### config.mk
export PLATFORM = sky130hd
export DESIGN_NAME = bsg_link_upstream_arbiter_flat
export DESIGN_NICKNAME = d
export VERILOG_FILES = /design/src/rtl/bsg_link_upstream_arbiter_if.sv /design/src/rtl/bsg_link_upstream_arbiter.sv /design/src/flat_wrapper.sv
export SDC_FILE = /design/constraint.sdc
export NUM_CORES = 1
export LEC_CHECK = 0
export BUFFER_PORTS_ARGS = -buffer_cell sky130_fd_sc_hd__buf_2
export CAP_MARGIN = 25
export CORE_AREA = 2 2 127 129
export CTS_CLUSTER_DIAMETER = 200
export DETAILED_ROUTE_END_ITERATION = 10
export DIE_AREA = 0 0 129 131
export GPL_TIMING_DRIVEN = 0
export PLACE_DENSITY_LB_ADDON = 0.2
export SYNTH_ARGS = -nofsm -noshare
export SYNTH_HDL_FRONTEND = slang
export SYNTH_SLANG_ARGS = --single-unit
### constraint.sdc
create_clock -name clk_i -period 4.5 [get_ports clk_i]
set_input_delay 0.45 -clock clk_i [delete_from_list [all_inputs] [get_ports clk_i]]
set_output_delay 0.45 -clock clk_i [all_outputs]
set_load 0.02 [all_outputs]
### src/rtl/bsg_link_upstream_arbiter_if.sv
// Channel-side and link-side signals of the upstream arbiter.
// slave = arbiter, master = channels and link driving it.
interface bsg_link_upstream_arbiter_if #(
  parameter int num_in_p        = 4,
  parameter int width_p         = 64,
  parameter int id_width_p      = $clog2(num_in_p),
  parameter int payload_width_p = width_p - id_width_p
);
  logic                                en_i;
  logic [num_in_p*payload_width_p-1:0] data_i;
  logic [num_in_p-1:0]                 v_i;
  logic [num_in_p-1:0]                 yumi_o;
  logic [width_p-1:0]                  data_o;
  logic                                valid_o;
  logic                                ready_i;
  logic                                busy_o;

  modport slave  (input  en_i, data_i, v_i, ready_i,
                  output yumi_o, data_o, valid_o, busy_o);
  modport master (output en_i, data_i, v_i, ready_i,
                  input  yumi_o, data_o, valid_o, busy_o);
endinterface

### src/rtl/bsg_link_upstream_arbiter.sv
// Round-robin arbiter with bounded burst locking feeding the link upstream
// through a one-entry output register; the channel id rides in the top bits.
module bsg_link_upstream_arbiter #(
  parameter int num_in_p        = 4,
  parameter int width_p         = 64,
  parameter int id_width_p      = $clog2(num_in_p),
  parameter int payload_width_p = width_p - id_width_p,
  parameter int max_burst_p     = 4
) (
  input logic clk_i,
  input logic reset_i,
  bsg_link_upstream_arbiter_if.slave link
);
  // One spare bit so cnt_r+1 on a dead path can never wrap below max_burst_p
  localparam int cnt_width_lp = $clog2(max_burst_p + 2);
  localparam logic [cnt_width_lp-1:0] max_burst_lp = cnt_width_lp'(max_burst_p);

  logic                    valid_r;
  logic [width_p-1:0]      data_r;
  logic [id_width_p-1:0]   owner_r, winner, idx_id;
  logic                    lock_r, found, accept, xfer, same_owner;
  logic [cnt_width_lp-1:0] cnt_r, cnt_nxt;
  int                      idx;

  // Locked owner keeps the grant; otherwise scan from owner_r+1, owner last.
  always_comb begin
    winner = owner_r;
    found  = 1'b0;
    idx    = 0;
    idx_id = '0;
    if (lock_r && link.v_i[owner_r]) begin
      found = 1'b1;
    end else begin
      for (int k = 1; k <= num_in_p; k++) begin
        idx = int'(owner_r) + k;
        if (idx >= num_in_p) idx = idx - num_in_p;
        idx_id = id_width_p'(idx);
        if (!found && link.v_i[idx_id]) begin
          winner = idx_id;
          found  = 1'b1;
        end
      end
    end
  end

  assign accept     = link.en_i & (~valid_r | link.ready_i);
  assign xfer       = accept & found & ~reset_i;
  assign same_owner = lock_r && (winner == owner_r);
  assign cnt_nxt    = same_owner ? cnt_r + 1'b1 : cnt_width_lp'(1);

  always_comb begin
    link.yumi_o = '0;
    if (xfer) link.yumi_o[winner] = 1'b1;
  end

  always_ff @(posedge clk_i or posedge reset_i) begin
    if (reset_i) begin
      valid_r <= 1'b0;
      data_r  <= '0;
      owner_r <= id_width_p'(num_in_p - 1);
      lock_r  <= 1'b0;
      cnt_r   <= '0;
    end else if (xfer) begin
      valid_r <= 1'b1;
      data_r  <= {winner, link.data_i[int'(winner)*payload_width_p +: payload_width_p]};
      owner_r <= winner;
      cnt_r   <= cnt_nxt;
      lock_r  <= (cnt_nxt < max_burst_lp);
    end else begin
      if (valid_r && link.ready_i) valid_r <= 1'b0;
      // A gap from the owner ends its burst even if nobody else is waiting
      if (accept && lock_r && !link.v_i[owner_r]) lock_r <= 1'b0;
    end
  end

  assign link.data_o  = data_r;
  assign link.valid_o = valid_r;
  assign link.busy_o  = valid_r | lock_r;
endmodule
### src/flat_wrapper.sv
// flat-port wrapper written by rule: the top's interface ports become plain ports
module bsg_link_upstream_arbiter_flat 
#(
  parameter int num_in_p        = 4,
  parameter int width_p         = 64,
  parameter int id_width_p      = $clog2(num_in_p),
  parameter int payload_width_p = width_p - id_width_p,
  parameter int max_burst_p     = 4
)
  (clk_i, reset_i, link_en_i, link_data_i, link_v_i, link_ready_i, link_yumi_o, link_data_o, link_valid_o, link_busy_o);
  bsg_link_upstream_arbiter_if #(.num_in_p(num_in_p), .width_p(width_p), .id_width_p(id_width_p), .payload_width_p(payload_width_p)) link_i ();
  input logic clk_i;
  input logic reset_i;
  input wire logic [$bits(link_i.en_i)-1:0] link_en_i;
  input wire logic [$bits(link_i.data_i)-1:0] link_data_i;
  input wire logic [$bits(link_i.v_i)-1:0] link_v_i;
  input wire logic [$bits(link_i.ready_i)-1:0] link_ready_i;
  output wire logic [$bits(link_i.yumi_o)-1:0] link_yumi_o;
  output wire logic [$bits(link_i.data_o)-1:0] link_data_o;
  output wire logic [$bits(link_i.valid_o)-1:0] link_valid_o;
  output wire logic [$bits(link_i.busy_o)-1:0] link_busy_o;
  assign link_i.en_i = link_en_i;
  assign link_i.data_i = link_data_i;
  assign link_i.v_i = link_v_i;
  assign link_i.ready_i = link_ready_i;
  assign link_yumi_o = link_i.yumi_o;
  assign link_data_o = link_i.data_o;
  assign link_valid_o = link_i.valid_o;
  assign link_busy_o = link_i.busy_o;
  bsg_link_upstream_arbiter #(.num_in_p(num_in_p), .width_p(width_p), .id_width_p(id_width_p), .payload_width_p(payload_width_p), .max_burst_p(max_burst_p)) u_core (.clk_i(clk_i), .reset_i(reset_i), .link(link_i));
endmodule
* Word level (Yosys, flattened, before mapping)
Cells that the tools add are included.
** Cells by class
- Bitwise operators :: 7
- Muxes and demuxes :: 39
- Add/sub/neg operators :: 9
- $mul :: 1
- $lt $le $gt $ge :: 12
- Equality and inequality tests :: 1
- Reduce and logical (&&, ||, !) cells :: 15
- Shifts and indexed selects :: 1
** Operators by type and width (count)
- 248-bit by 32-bit indexed part select with 62-bit output :: 1
- 2-bit two-way mux :: 13
- 2-bit by 3-bit less-than comparator with 1-bit output, second input constant :: 6
- 1-bit two-way mux :: 18
- 1-bit binary-select mux with 2-bit select :: 5
- 3-bit >= comparator, second input constant :: 3
- 1-bit logical AND :: 9
- 2-bit by 1-bit subtractor with 2-bit output, second input constant :: 4
- 2-bit by 5-bit multiplier with 7-bit output, second input constant :: 1
- 2-bit by 2-bit adder with 3-bit output, second input constant :: 2
- 2-bit by 3-bit adder with 4-bit output, second input constant :: 1
- 4-bit by 3-bit >= comparator with 1-bit output, second input constant :: 1
- 1-bit logical NOT :: 4
- 4-bit two-way mux :: 1
- 2-bit nonzero test :: 2
- 2-bit by 1-bit adder with 3-bit output, second input constant :: 1
- 3-bit by 1-bit adder with 3-bit output, second input constant :: 1
- 1-bit AND :: 3
- 3-bit less-than comparator, second input constant :: 1
- 3-bit two-way mux :: 1
- 1-bit demux with 2-bit select :: 1
- 2-bit == test :: 1
- 2-bit by 1-bit >= comparator with 1-bit output, second input constant :: 1
- 1-bit NOT :: 2
- 1-bit OR :: 2
** Storage, ports and cells
- Bits of input ports :: 256
- Word-level logic and storage cells :: 90
- Output and inout port bits :: 70
- Bits in registers :: 71

* Logic depth before layout (Yosys ltp)
Gate-level depths: netlist of the first run.
- Depth after elaboration :: 25
- Gate-level depth with buffers :: 11
- Depth with buffers taken out :: 7

* Worst setup path before layout of the first run
No wires, ideal clock.
- Path kind :: register to output
- Start point :: register u_core.owner_r[0]
- End point :: output port link_yumi_o[0]
- Arrival time :: 2.269 ns
- Cell stages (with the launch flop) :: 10
- Required time :: 4.050 ns
- Path slack :: 1.781 ns
- Cell sequence :: dfstp_2 buf_2 mux4_2 o31a_4 and2_1 buf_6 nor2_4 buf_6 buf_6 and2_1
** Between the ends
- Longest elaborated chain between the ends :: 25
- Elaborated cells between the ends (all ways) :: 58
- Classes of those cells :: add/sub (8); order compare (6); mux (34); bitwise (2); reduce/logical (8)
** RTL lines
- start, declared :: RTL line bsg_link_upstream_arbiter.sv:20 : logic [id_width_p-1:0] owner_r, winner, idx_id;
- start signal, assigned :: RTL line bsg_link_upstream_arbiter.sv:60 : owner_r <= id_width_p'(num_in_p - 1);
- start signal, assigned :: RTL line bsg_link_upstream_arbiter.sv:66 : owner_r <= winner;
- 2-bit by 1-bit adder with 3-bit output :: RTL line bsg_link_upstream_arbiter.sv:35 : idx = int'(owner_r) + k;
- 3-bit >= comparator / 2-bit by 1-bit subtractor with 2-bit output (equally long branches) :: RTL line bsg_link_upstream_arbiter.sv:36 : if (idx >= num_in_p) idx = idx - num_in_p;
- 2-bit two-way mux :: RTL line bsg_link_upstream_arbiter.sv:36
- 2-bit two-way mux :: RTL line bsg_link_upstream_arbiter.sv:31 : if (lock_r && link.v_i[owner_r]) begin
- 1-bit binary-select mux with 2-bit select :: RTL line bsg_link_upstream_arbiter.sv:38 : if (!found && link.v_i[idx_id]) begin
- 1-bit two-way mux (not written as such) :: RTL line bsg_link_upstream_arbiter.sv:38
- 1-bit two-way mux :: RTL line bsg_link_upstream_arbiter.sv:38
- 1-bit two-way mux :: RTL line bsg_link_upstream_arbiter.sv:31
- (+9 left out)
- 1-bit logical AND :: RTL line bsg_link_upstream_arbiter.sv:38
- 2-bit two-way mux :: RTL line bsg_link_upstream_arbiter.sv:38
- 2-bit two-way mux :: RTL line bsg_link_upstream_arbiter.sv:31
- 2-bit by 3-bit less-than comparator with 1-bit output (not written as such) / 2-bit by 1-bit >= comparator with 1-bit output (equally long branches) :: RTL line bsg_link_upstream_arbiter.sv:53 : if (xfer) link.yumi_o[winner] = 1'b1;
- 1-bit logical AND (not written as such) :: RTL line bsg_link_upstream_arbiter.sv:53
- 1-bit two-way mux (not written as such) :: RTL line bsg_link_upstream_arbiter.sv:53
- 1-bit demux with 2-bit select
- 4-bit two-way mux (*) :: RTL line bsg_link_upstream_arbiter.sv:53
- end, declared :: RTL line flat_wrapper.sv:18 : output wire logic [$bits(link_i.yumi_o)-1:0] link_yumi_o;
Every way passes the cells marked *; elsewhere a longest branch is shown, timed or not. The select of a mux whose other input is x is not followed.

* Worst setup path after layout of the first run
- Start point :: register u_core.owner_r[0]
- End point :: output port link_yumi_o[3]
The elaborated chain is that of the path after synthesis.

==> results.toml, run 1 <==
[run_status]
outcome = "finished clean"

[clock_network]
ctsHoldBuffers = 0
cts_root_buf = "clkbuf_16"
post_cts_resized = 0
numClockSinks = 71
cts_max_level = 3
cts_buffers = 9
clk_path_buf_depth = 2
cts.clk_slew.worst_paths_ns = 0.05
cts_tree = "yes"
cts_setup_buffers = 0
clock_latency_ns = 0.34

[finish]
nets = 1228
layout_common_cells = "buf_2, nand2_1, nor2_1"
n_antenna_cell = 0
drive_gt1_share_pct = 42.09
final_common_cell = "buf_2"
syn_to_final_growth_pct = 45.63

[drt]
viasPerCell = 5.170
wirelength_um = 21030
drt-initial-drc-count = 297
drc_errors = 0
drtAntennaViolNets = 0
post_drt_wl_per_cell_um = 17.67
vias = 6152
firstDrtPassIters = 5

[min_path]
min_path_type = "primary input to asynchronous set/reset pin"

[synthesis]
async_reset_ff_share_pct = 100.0
netlist_instances = 635
ys_warn_count = 0
yosys_register_bits = 71
synth-edff-count = 0
syn_avg_cell_area_um2 = 7.614
synth.distinct_cells = 40
syn_nets = 892
synth.cell_area_um2 = 4835
yosys_most_used_dff = "dfrtp_1"
synth-seq-area-share_pct = 36.80

[die]
die_w_um = 129
placementRows = 46
ioPinCount = 326
die-area_um2 = 16900
coreArea_um2 = 15600
fp.dieH_um = 131
start_util_pct = 31.00

[timing]
finalSetupViolations = 0
finalHoldViolCount = 0
post-route-period-util_pct = 78.23
min_period_ns = 3.521
worstMarginPinSlew_ns = 0.5891
slew_violations = 0
rsz0062_at_grt = "false"
fin_skew_ns = 0.005704
finalSetupTns_ns = 0
slew_headroom_pct = 60.72
fmax_mhz = 284.0

[grt]
grt_antenna_before_repair = 0
grt_max_degree = 51
overflow = 0
grt_pass1_vias = 6077
grt_usage_pct = 24.43
grt_pass1_wl_um = 31590

[worst_setup_path]
cp-start-kind = "flip-flop"
end_kind = "output pin"
crit_arrival_ns = 3.07
path_max_fanout = 10
worstSetupPathType = "flip-flop to output pin"
cp.required_ns = 4.05

[power_and_ir_drop]
leakage_nw = 3.456
p_per_area_nw_per_um2 = 713.7
ir_drop_mv = 0.3405
finalPower_mw = 5.025

[placement]
port_buffers = 324
hpwl_um = 15750
gp_congestion = 0.8122

[run]
cap_violations = 0
[cell usage after synthesis (3+ instances only)]
cell        n  area, µm²
nand2_1   128      480.5
nor2_1     74      277.8
dfrtp_1    69       1727
o21ai_0    64      320.3
a31oi_1    63      394.1
nand3_1    62      310.3
a31o_1     59      516.8
buf_2      42      210.2
a21oi_1     7      35.03
clkbuf_1    7      26.28
clkbuf_2    7      35.03
and2_1      6      37.54
buf_6       6      67.56
inv_1       4      15.01
a31o_2      3      26.28
nand2b_1    3      18.77
o21a_1      3      22.52
[through the flow]
step / cell area, µm² / cells / setup WS (ns) / hold WS [ns] / utilization [%]
after global placement: 6726 / 1175 / 0.9827 / 0.4680 / 43.13
final: 7041 / 1190 / 0.9795 / 0.1014 / 45.14
after CTS: 7041 / 1190 / 0.9805 / 0.1042 / 45.14
after floorplan: 4835 / 635 / 1.781 / 0.4461 / -
after global routing: 7041 / 1190 / 0.8408 / 0.1188 / 45.14
after detailed placement: 6756 / 1176 / 1.346 / 0.4658 / 43.32
[report_power, final]
| part | leakage, nW | total (mW) | switching (mW) | internal (mW) |
|---|---|---|---|---|
| Sequential | 0.792 | 1.13 | 0.174 | 0.961 |
| Combinational | 2.52 | 3.19 | 2.02 | 1.17 |
| Clock | 0.141 | 0.703 | 0.275 | 0.428 |
[layout make-up]
| class | count | area [µm²] |
|---|---|---|
| plain buffers | 63 | 346.6 |
| clock buffers | 14 | 284.0 |
| fillers | 1670 | 8557 |
| inverters | 4 | 17.52 |
| multi-input cells | 497 | 2694 |
| flip-flops and latches | 71 | 1779 |
| well taps | 216 | 270.3 |
| repair buffers | 325 | 1649 |
[worst max-delay path: stages, from the launching register on]
cell and delay, ns:
dfstp_2 0.51, buf_2 0.20, mux4_2 0.60, o31a_4 0.17, nand3b_1 0.23, a21oi_4 0.42
buf_2 0.30, and2_1 0.14, buf_2 0.15
[flip-flops by register name (all words and copies together) (netlist names)]
| signal | cells |
|---|---|
| u_core.link.data_o | 64 |
| u_core.lock_r | 1 |
| u_core.owner_r | 2 |
| u_core.link.valid_o | 1 |
| u_core.cnt_r | 3 |
[final timing paths]
check                                                     endpoint                           from  slack (ns)  cells after the start
worst max-delay path                                link_yumi_o[3]  u_core.owner_r[0]$_DFFE_PP1P_        0.98                      8
worst min-delay path                   u_core.cnt_r[2]$_DFFE_PP0P_                        reset_i        0.10                      2
worst max register to register  u_core.link.data_o[23]$_DFFE_PP0P_  u_core.owner_r[0]$_DFFE_PP1P_        1.60                      8
worst min register to register         u_core.cnt_r[0]$_DFFE_PP0P_    u_core.cnt_r[0]$_DFFE_PP0P_        0.47                      1
max in group asynchronous            u_core.owner_r[1]$_DFFE_PP1P_                        reset_i        3.80                      3
min in group clk_i              u_core.link.data_o[56]$_DFFE_PP0P_               link_data_i[118]        0.35                      3
[routing by layer]
layer	part of all wire, %	GRT usage (%)
met5	0	0
met4	2.5	8.760
met3	8.2	5.171
met2	49	43.42
met1	40	29.27
[logic make-up after synthesis]
| logic type | Yosys count | share of synthesized area (%) |
|---|---|---|
| AND/OR/NAND/NOR | 285 | 25.31 |
| AO/OA/AOI/OAI | 207 | 29.04 |
| flip-flops | 71 | 36.80 |
| buffers and inverters | 67 | 7.479 |
| multiplexers | 3 | 0.9316 |
| XOR/XNOR | 1 | 0.1812 |
| adder cells (fa/ha/maj) | 1 | 0.2588 |
(Power assumes the default switching activity.)
==> run 2: changes to the inputs <==
--- a/config.mk
+++ b/config.mk
@@ -5,12 +5,13 @@
 export SDC_FILE = /design/constraint.sdc
 export NUM_CORES = 1
 export LEC_CHECK = 0
+export ABC_AREA = 1
 export BUFFER_PORTS_ARGS = -buffer_cell sky130_fd_sc_hd__buf_2
 export CAP_MARGIN = 25
-export CORE_AREA = 2 2 127 129
+export CORE_AREA = 2 2 126 128
 export CTS_CLUSTER_DIAMETER = 200
 export DETAILED_ROUTE_END_ITERATION = 10
-export DIE_AREA = 0 0 129 131
+export DIE_AREA = 0 0 128 130
 export GPL_TIMING_DRIVEN = 0
 export PLACE_DENSITY_LB_ADDON = 0.2
 export SYNTH_ARGS = -nofsm -noshare
==> constraint.sdc (replaced) <==
create_clock -name clk_i -period 3.49 [get_ports clk_i]
set_input_delay 0.349 -clock clk_i [delete_from_list [all_inputs] [get_ports clk_i]]
set_output_delay 0.349 -clock clk_i [all_outputs]
set_load 0.02 [all_outputs]
==> run 2 against run 1 <==
  * Sequential share of layout area down 2.6 points
  * Routed wire length up 7.4%
  * Sequential power up 21%
  * Register-to-register slack worse by 0.78 ns
  * Highest routed layer is now met5
==> results.toml, run 2 <==
[run_status]
outcome = "finished clean"

[power_and_ir_drop]
leakage_nw = 5.068
p_switching_mw = 5.986
p_int_mw = 4.402
finalPower_mw = 10.39
ir_drop_mv = 0.5370
p_per_area_nw_per_um2 = 1324
combPwrFrac_pct = 77.4
switching_share_pct = 57.62
p_clk_share_pct = 9.4
seqPwrFrac_pct = 13.2

[worst_setup_path]
cp-start-kind = "flip-flop"
worst-path-buf-inv = 4
reg2reg_depth = 12
end_kind = "output pin"
critPathTopFamily = "simple AND/OR/NAND/NOR gates"
max_stage_delay_ns = 0.53
crit_arrival_ns = 2.84
cp_cell_sequence = "buf_6, nand2_1, nand2_1, nand2_1, nand2_1, inv_1, nand3_1, nand2_1, inv_1, nand2_1, nor2_1, buf_2"
cp.required_ns = 3.14
worstSetupPathType = "flip-flop to output pin"
path_depth = 12
path_max_fanout = 14
worst_path_max_delay_cell = "dfstp_2"
path_common_cell = "nand2_1"

[synthesis]
yosysMostFrequentCell = "nand2_1"
post-synth-top-area-cell = "nand2_1"
synth_area_leaders = "nand2_1, dfrtp_1, nand3_1"
netlist_instances = 994
synth-seq-area-share_pct = 31.47
synth.cell_area_um2 = 5653
synth_top_area_share_pct = 44.16
yosys_register_bits = 71
synth_commonest_cells = "nand2_1, nand3_1, dfrtp_1"
syn_avg_cell_area_um2 = 5.687
async_reset_ff_share_pct = 100.0
synth-edff-count = 0
yosys_most_used_dff = "dfrtp_1"
synth.distinct_cells = 28
ys_warn_count = 0
syn_nets = 1251

[timing]
rsz0062_at_grt = "false"
finalHoldViolCount = 0
post-route-period-util_pct = 91.51
worstMarginPinSlew_ns = 0.5423
fmax_mhz = 313.1
finalSetupViolations = 0
fin_skew_ns = 0.01028
min_period_ns = 3.194
slew_headroom_pct = 63.81
finalSetupTns_ns = 0
slew_violations = 0

[finish]
syn_to_final_growth_pct = 38.73
design_area_um2 = 7843
layout.area.seq_um2 = 1779
drive_gt1_share_pct = 31.03
nFillCells = 1729
fin_cells = 1527
nets = 1586
layout_common_cells = "nand2_1, buf_2, nand3_1"
largest_reg_flops = 64
multi_input_area_um2 = 3416
final_common_cell = "nand2_1"

[clock_network]
cts_max_level = 3
ctsHoldBuffers = 0
clk_path_buf_depth = 2
cts_buffers = 9
numClockSinks = 71
cts_setup_buffers = 0
cts.clk_slew.worst_paths_ns = 0.06
cts_root_buf = "clkbuf_16"
cts_tree = "yes"
post_cts_resized = 0
clock_latency_ns = 0.34

[placement]
port_buffers = 325
dp.cells = 1512
hpwl_um = 17420
postPlaceCellArea_um2 = 7542
gp_congestion = 0.8962

[min_path]
min_path_type = "primary input to asynchronous set/reset pin"

[drt]
vias = 7236
drt-initial-drc-count = 364
wirelength_um = 22590
drc_errors = 0
drtAntennaViolNets = 0
post_drt_wl_per_cell_um = 14.79
viasPerCell = 4.739
firstDrtPassIters = 5

[grt]
grt_max_degree = 39
grt_usage_pct = 26.72
grt_antenna_before_repair = 1
grt_pass1_vias = 6859
grt_pass1_wl_um = 34640
overflow = 0

[die]
coreArea_um2 = 15420
die-area_um2 = 16640
die_w_um = 128
start_util_pct = 36.65
ioPinCount = 326
placementRows = 46
fp.dieH_um = 130

[run]
cap_violations = 0
[run 2: stage by stage]
step | utilization, % | hold slack (ns) | setup WS [ns]
floorplan | - | 0.4454 | 0.9541
global placement | 48.75 | 0.4578 | 0.3219
detailed placement | 48.90 | 0.4148 | 0.4101
CTS | 50.88 | 0.05753 | 0.01122
global route | 50.83 | 0.08553 | 0.04915
finish | 50.84 | 0.04326 | 0.2961
[run 2: per-layer routing]
metal	share of wire [%]	vias up	wire [µm]	global-route usage [%]
met5	0.049	-	11	0
met4	2.2	2	506	8.920
met3	7.2	35	1631	5.166
met2	48	270	10920	47.47
met1	42	3188	9513	32.66
li1	-	3741	-	-
[run 2: kinds of logic (layout without fill, tap and decap cells)]
| kind of cell | after synthesis | count (layout) | share of synthesized area (%) |
|---|---|---|---|
| flops | 71 | 71 | 31.47 |
| buf+inv | 85 | 425 | 8.101 |
| other cells | 0 | 1 | 0 |
| compound gates | 13 | 13 | 1.372 |
| xor+xnor | 1 | 1 | 0.1550 |
| fa+ha+maj | 1 | 1 | 0.2213 |
| simple gates | 823 | 823 | 58.68 |
[run 2: cell type report]
cell class | count | area share, %
multi-input combinational | 838 | 43.55
sequential | 71 | 22.69
timing repair buffer | 326 | 21.00
buffer | 66 | 4.818
tap | 192 | 3.063
clock buffer | 12 | 3.015
inverter | 17 | 0.9413
clock inverter | 4 | 0.8934
antenna | 1 | 0.03191
[run 2: path summary, 6_finish.rpt]
| kind | from | end | slack (ns) |
|---|---|---|---|
| setup / recovery | u_core.owner_r[0]$_DFFE_PP1P_ | link_yumi_o[2] | 0.30 |
| hold / removal | reset_i | u_core.lock_r$_DFFE_PP0P_ | 0.04 |
| setup reg to reg | u_core.owner_r[0]$_DFFE_PP1P_ | u_core.link.data_o[11]$_DFFE_PP0P_ | 0.82 |
| hold reg to reg | u_core.link.data_o[43]$_DFFE_PP0P_ | u_core.link.data_o[43]$_DFFE_PP0P_ | 0.47 |
| max in group asynchronous | reset_i | u_core.owner_r[0]$_DFFE_PP1P_ | 2.84 |
| min in group clk_i | link_ready_i | u_core.link.valid_o$_DFFE_PP0P_ | 0.24 |
[run 2: power groups by stage]
| stage | clock network (mW) | registers (mW) | logic, mW |
|---|---|---|---|
| floorplan | 0 | 1.73 | 5.36 |
| global placement | 0 | 1.36 | 8.03 |
| detailed placement | 0 | 1.37 | 8.08 |
| CTS | 0.993 | 1.37 | 8.11 |
| global route | 1.04 | 1.41 | 9.07 |
| finish | 0.980 | 1.37 | 8.04 |
==> run 3: changes to the inputs <==
--- a/config.mk
+++ b/config.mk
@@ -9,6 +9,7 @@
 export BUFFER_PORTS_ARGS = -buffer_cell sky130_fd_sc_hd__buf_2
 export CAP_MARGIN = 25
 export CORE_AREA = 2 2 126 128
+export CTS_BUF_LIST = sky130_fd_sc_hd__clkbuf_8
 export CTS_CLUSTER_DIAMETER = 200
 export DETAILED_ROUTE_END_ITERATION = 10
 export DIE_AREA = 0 0 128 130
==> run 3 against run 2 <==
  * Cell count stayed put
  * First-iteration DRC count is 5.2% lower
  * Power is 2.5% lower
  * Highest routed layer unchanged
  * Cell area is 1.3% lower
  * Critical endpoint unchanged
  * Setup slack worse by 0.0053 ns
  * Sequential power hardly changed
  * Maximum frequency is 0.17% lower
  * Utilization is 0.66 points lower
  * Worst hold slack worse by 0.025 ns
  * Critical path type unchanged
  * Count of clock-buffer cells in the layout is 3 lower
  * Clock skew is 0.0022 ns higher
  * Largest cell class unchanged
  * Non-clock buffer count stayed put
==> results.toml, run 3 (synthesized netlist as in run 2, its figures left out) <==
[run]
cap_violations = 0

[worst_setup_path]
rrSetupSlack_ns = 0.83
end_kind = "output pin"
cp-start-kind = "flip-flop"
worstSetupPathType = "flip-flop to output pin"
path_max_fanout = 19
max_stage_delay_ns = 0.53
worst-path-buf-inv = 4
crit_arrival_ns = 2.85
critPathTopFamily = "simple AND/OR/NAND/NOR gates"
cp.required_ns = 3.14
cp_cell_sequence = "buf_6, inv_6, nand2_2, nand2_2, nand2_2, nand2_2, nor2_4, nand2_1, nand2_1, nand2_1, o21ai_1, buf_4, nand2_1, nor2_1, buf_2"
worst_path_max_delay_cell = "dfstp_2"

[timing]
fmax_mhz = 312.6
finalHoldViolCount = 0
rsz0062_at_grt = "false"
layout_setup_ws_ns = 0.2908
fin_skew_ns = 0.01249
slew_violations = 0
min_period_ns = 3.199
worstMarginPinSlew_ns = 0.5758
finalSetupTns_ns = 0
post-route-period-util_pct = 91.67
finalSetupViolations = 0
slew_headroom_pct = 61.61

[finish]
design_area_um2 = 7741
nets = 1586
layout_common_cells = "nand2_1, buf_2, nand3_1"
final_common_cell = "nand2_1"
layout.area.seq_um2 = 1779
drive_gt1_share_pct = 31.03
fin_cells = 1527
largest_reg_flops = 64
syn_to_final_growth_pct = 36.94
multi_input_area_um2 = 3416
nFillCells = 1741

[clock_network]
cts_setup_buffers = 0
cts_tree = "yes"
cts_buffers = 9
cts_root_buf = "clkbuf_8"
clk_path_buf_depth = 2
cts.clk_slew.worst_paths_ns = 0.09
numClockSinks = 71
post_cts_resized = 0
clock_latency_ns = 0.36
cts_max_level = 3

[drt]
drc_errors = 0
viasPerCell = 4.725
vias = 7215
drt-initial-drc-count = 345
wirelength_um = 22470
firstDrtPassIters = 5
post_drt_wl_per_cell_um = 14.72
drtAntennaViolNets = 0

[grt]
grt_pass1_vias = 6798
grt_max_degree = 39
overflow = 0
grt_antenna_before_repair = 1
grt_usage_pct = 26.64
grt_pass1_wl_um = 34410

[die]
start_util_pct = 36.65
coreArea_um2 = 15420
placementRows = 46
ioPinCount = 326
fp.dieH_um = 130
die_w_um = 128
die-area_um2 = 16640

[power_and_ir_drop]
p_per_area_nw_per_um2 = 1308
leakage_nw = 5.034
ir_drop_mv = 0.5309

[placement]
gp_congestion = 0.8962
postPlaceCellArea_um2 = 7542
hpwl_um = 17420
dp.cells = 1512
post-place-ws_ns = 0.4101
port_buffers = 325

[min_path]
min_path_type = "primary input to asynchronous set/reset pin"

[run_status]
outcome = "finished clean"
[run 3: changes by cell type in the layout (fill, tap and decap cells not counted), sizes merged]
cell | previous run | this run
inv | 17 | 20
clkbuf | 24 | 21
[run 3: path summary, 6_finish.rpt]
path | startpoint | end | cells past startpoint
setup / recovery | u_core.owner_r[0]$_DFFE_PP1P_ | link_yumi_o[2] | 15
hold / removal | reset_i | u_core.lock_r$_DFFE_PP0P_ | 2
setup reg to reg | u_core.owner_r[0]$_DFFE_PP1P_ | u_core.link.data_o[11]$_DFFE_PP0P_ | 12
hold reg to reg | u_core.link.data_o[0]$_DFFE_PP0P_ | u_core.link.data_o[0]$_DFFE_PP0P_ | 2
max in group asynchronous | reset_i | u_core.owner_r[0]$_DFFE_PP1P_ | 3
min in group clk_i | link_ready_i | u_core.link.valid_o$_DFFE_PP0P_ | 2
[run 3: layout make-up]
type                    count  share of cell area [%]
clock buffers               9                   1.600
clock inverters             7                   1.051
repair buffers            326                   21.27
plain buffers              66                   4.881
multi-input cells         838                   44.12
well taps                 192                   3.103
flip-flops and latches     71                   22.98
diodes                      1                 0.03233
inverters                  17                  0.9536
[run 3: stage by stage]
step	power, mW	hold slack (ns)	util (%)
after floorplan	7.098	0.4454	-
after global placement	9.394	0.4578	48.75
after detailed placement	9.448	0.4148	48.90
after CTS	10.20	0.02392	50.20
after global routing	11.25	0.05001	50.17
final	10.12	0.01861	50.19
[run 3: routing by layer]
metal	up-vias	GRT usage [%]	part of all wire, %
met5	-	0	0.049
met4	2	8.468	2.1
met1	3177	32.34	42
li1	3739	-	-
met2	261	47.09	48
met3	36	6.068	7.3
[run 3: timing repair]
item	in CTS	in global routing
hold buffers	0	0
setup endpoints to repair	1	1
gates cloned	0	0
[run 3: power by group]
part	internal [mW]	switching (mW)
clock network	0.393	0.330
logic	2.60	5.44
registers	1.18	0.188
total	4.17	5.96
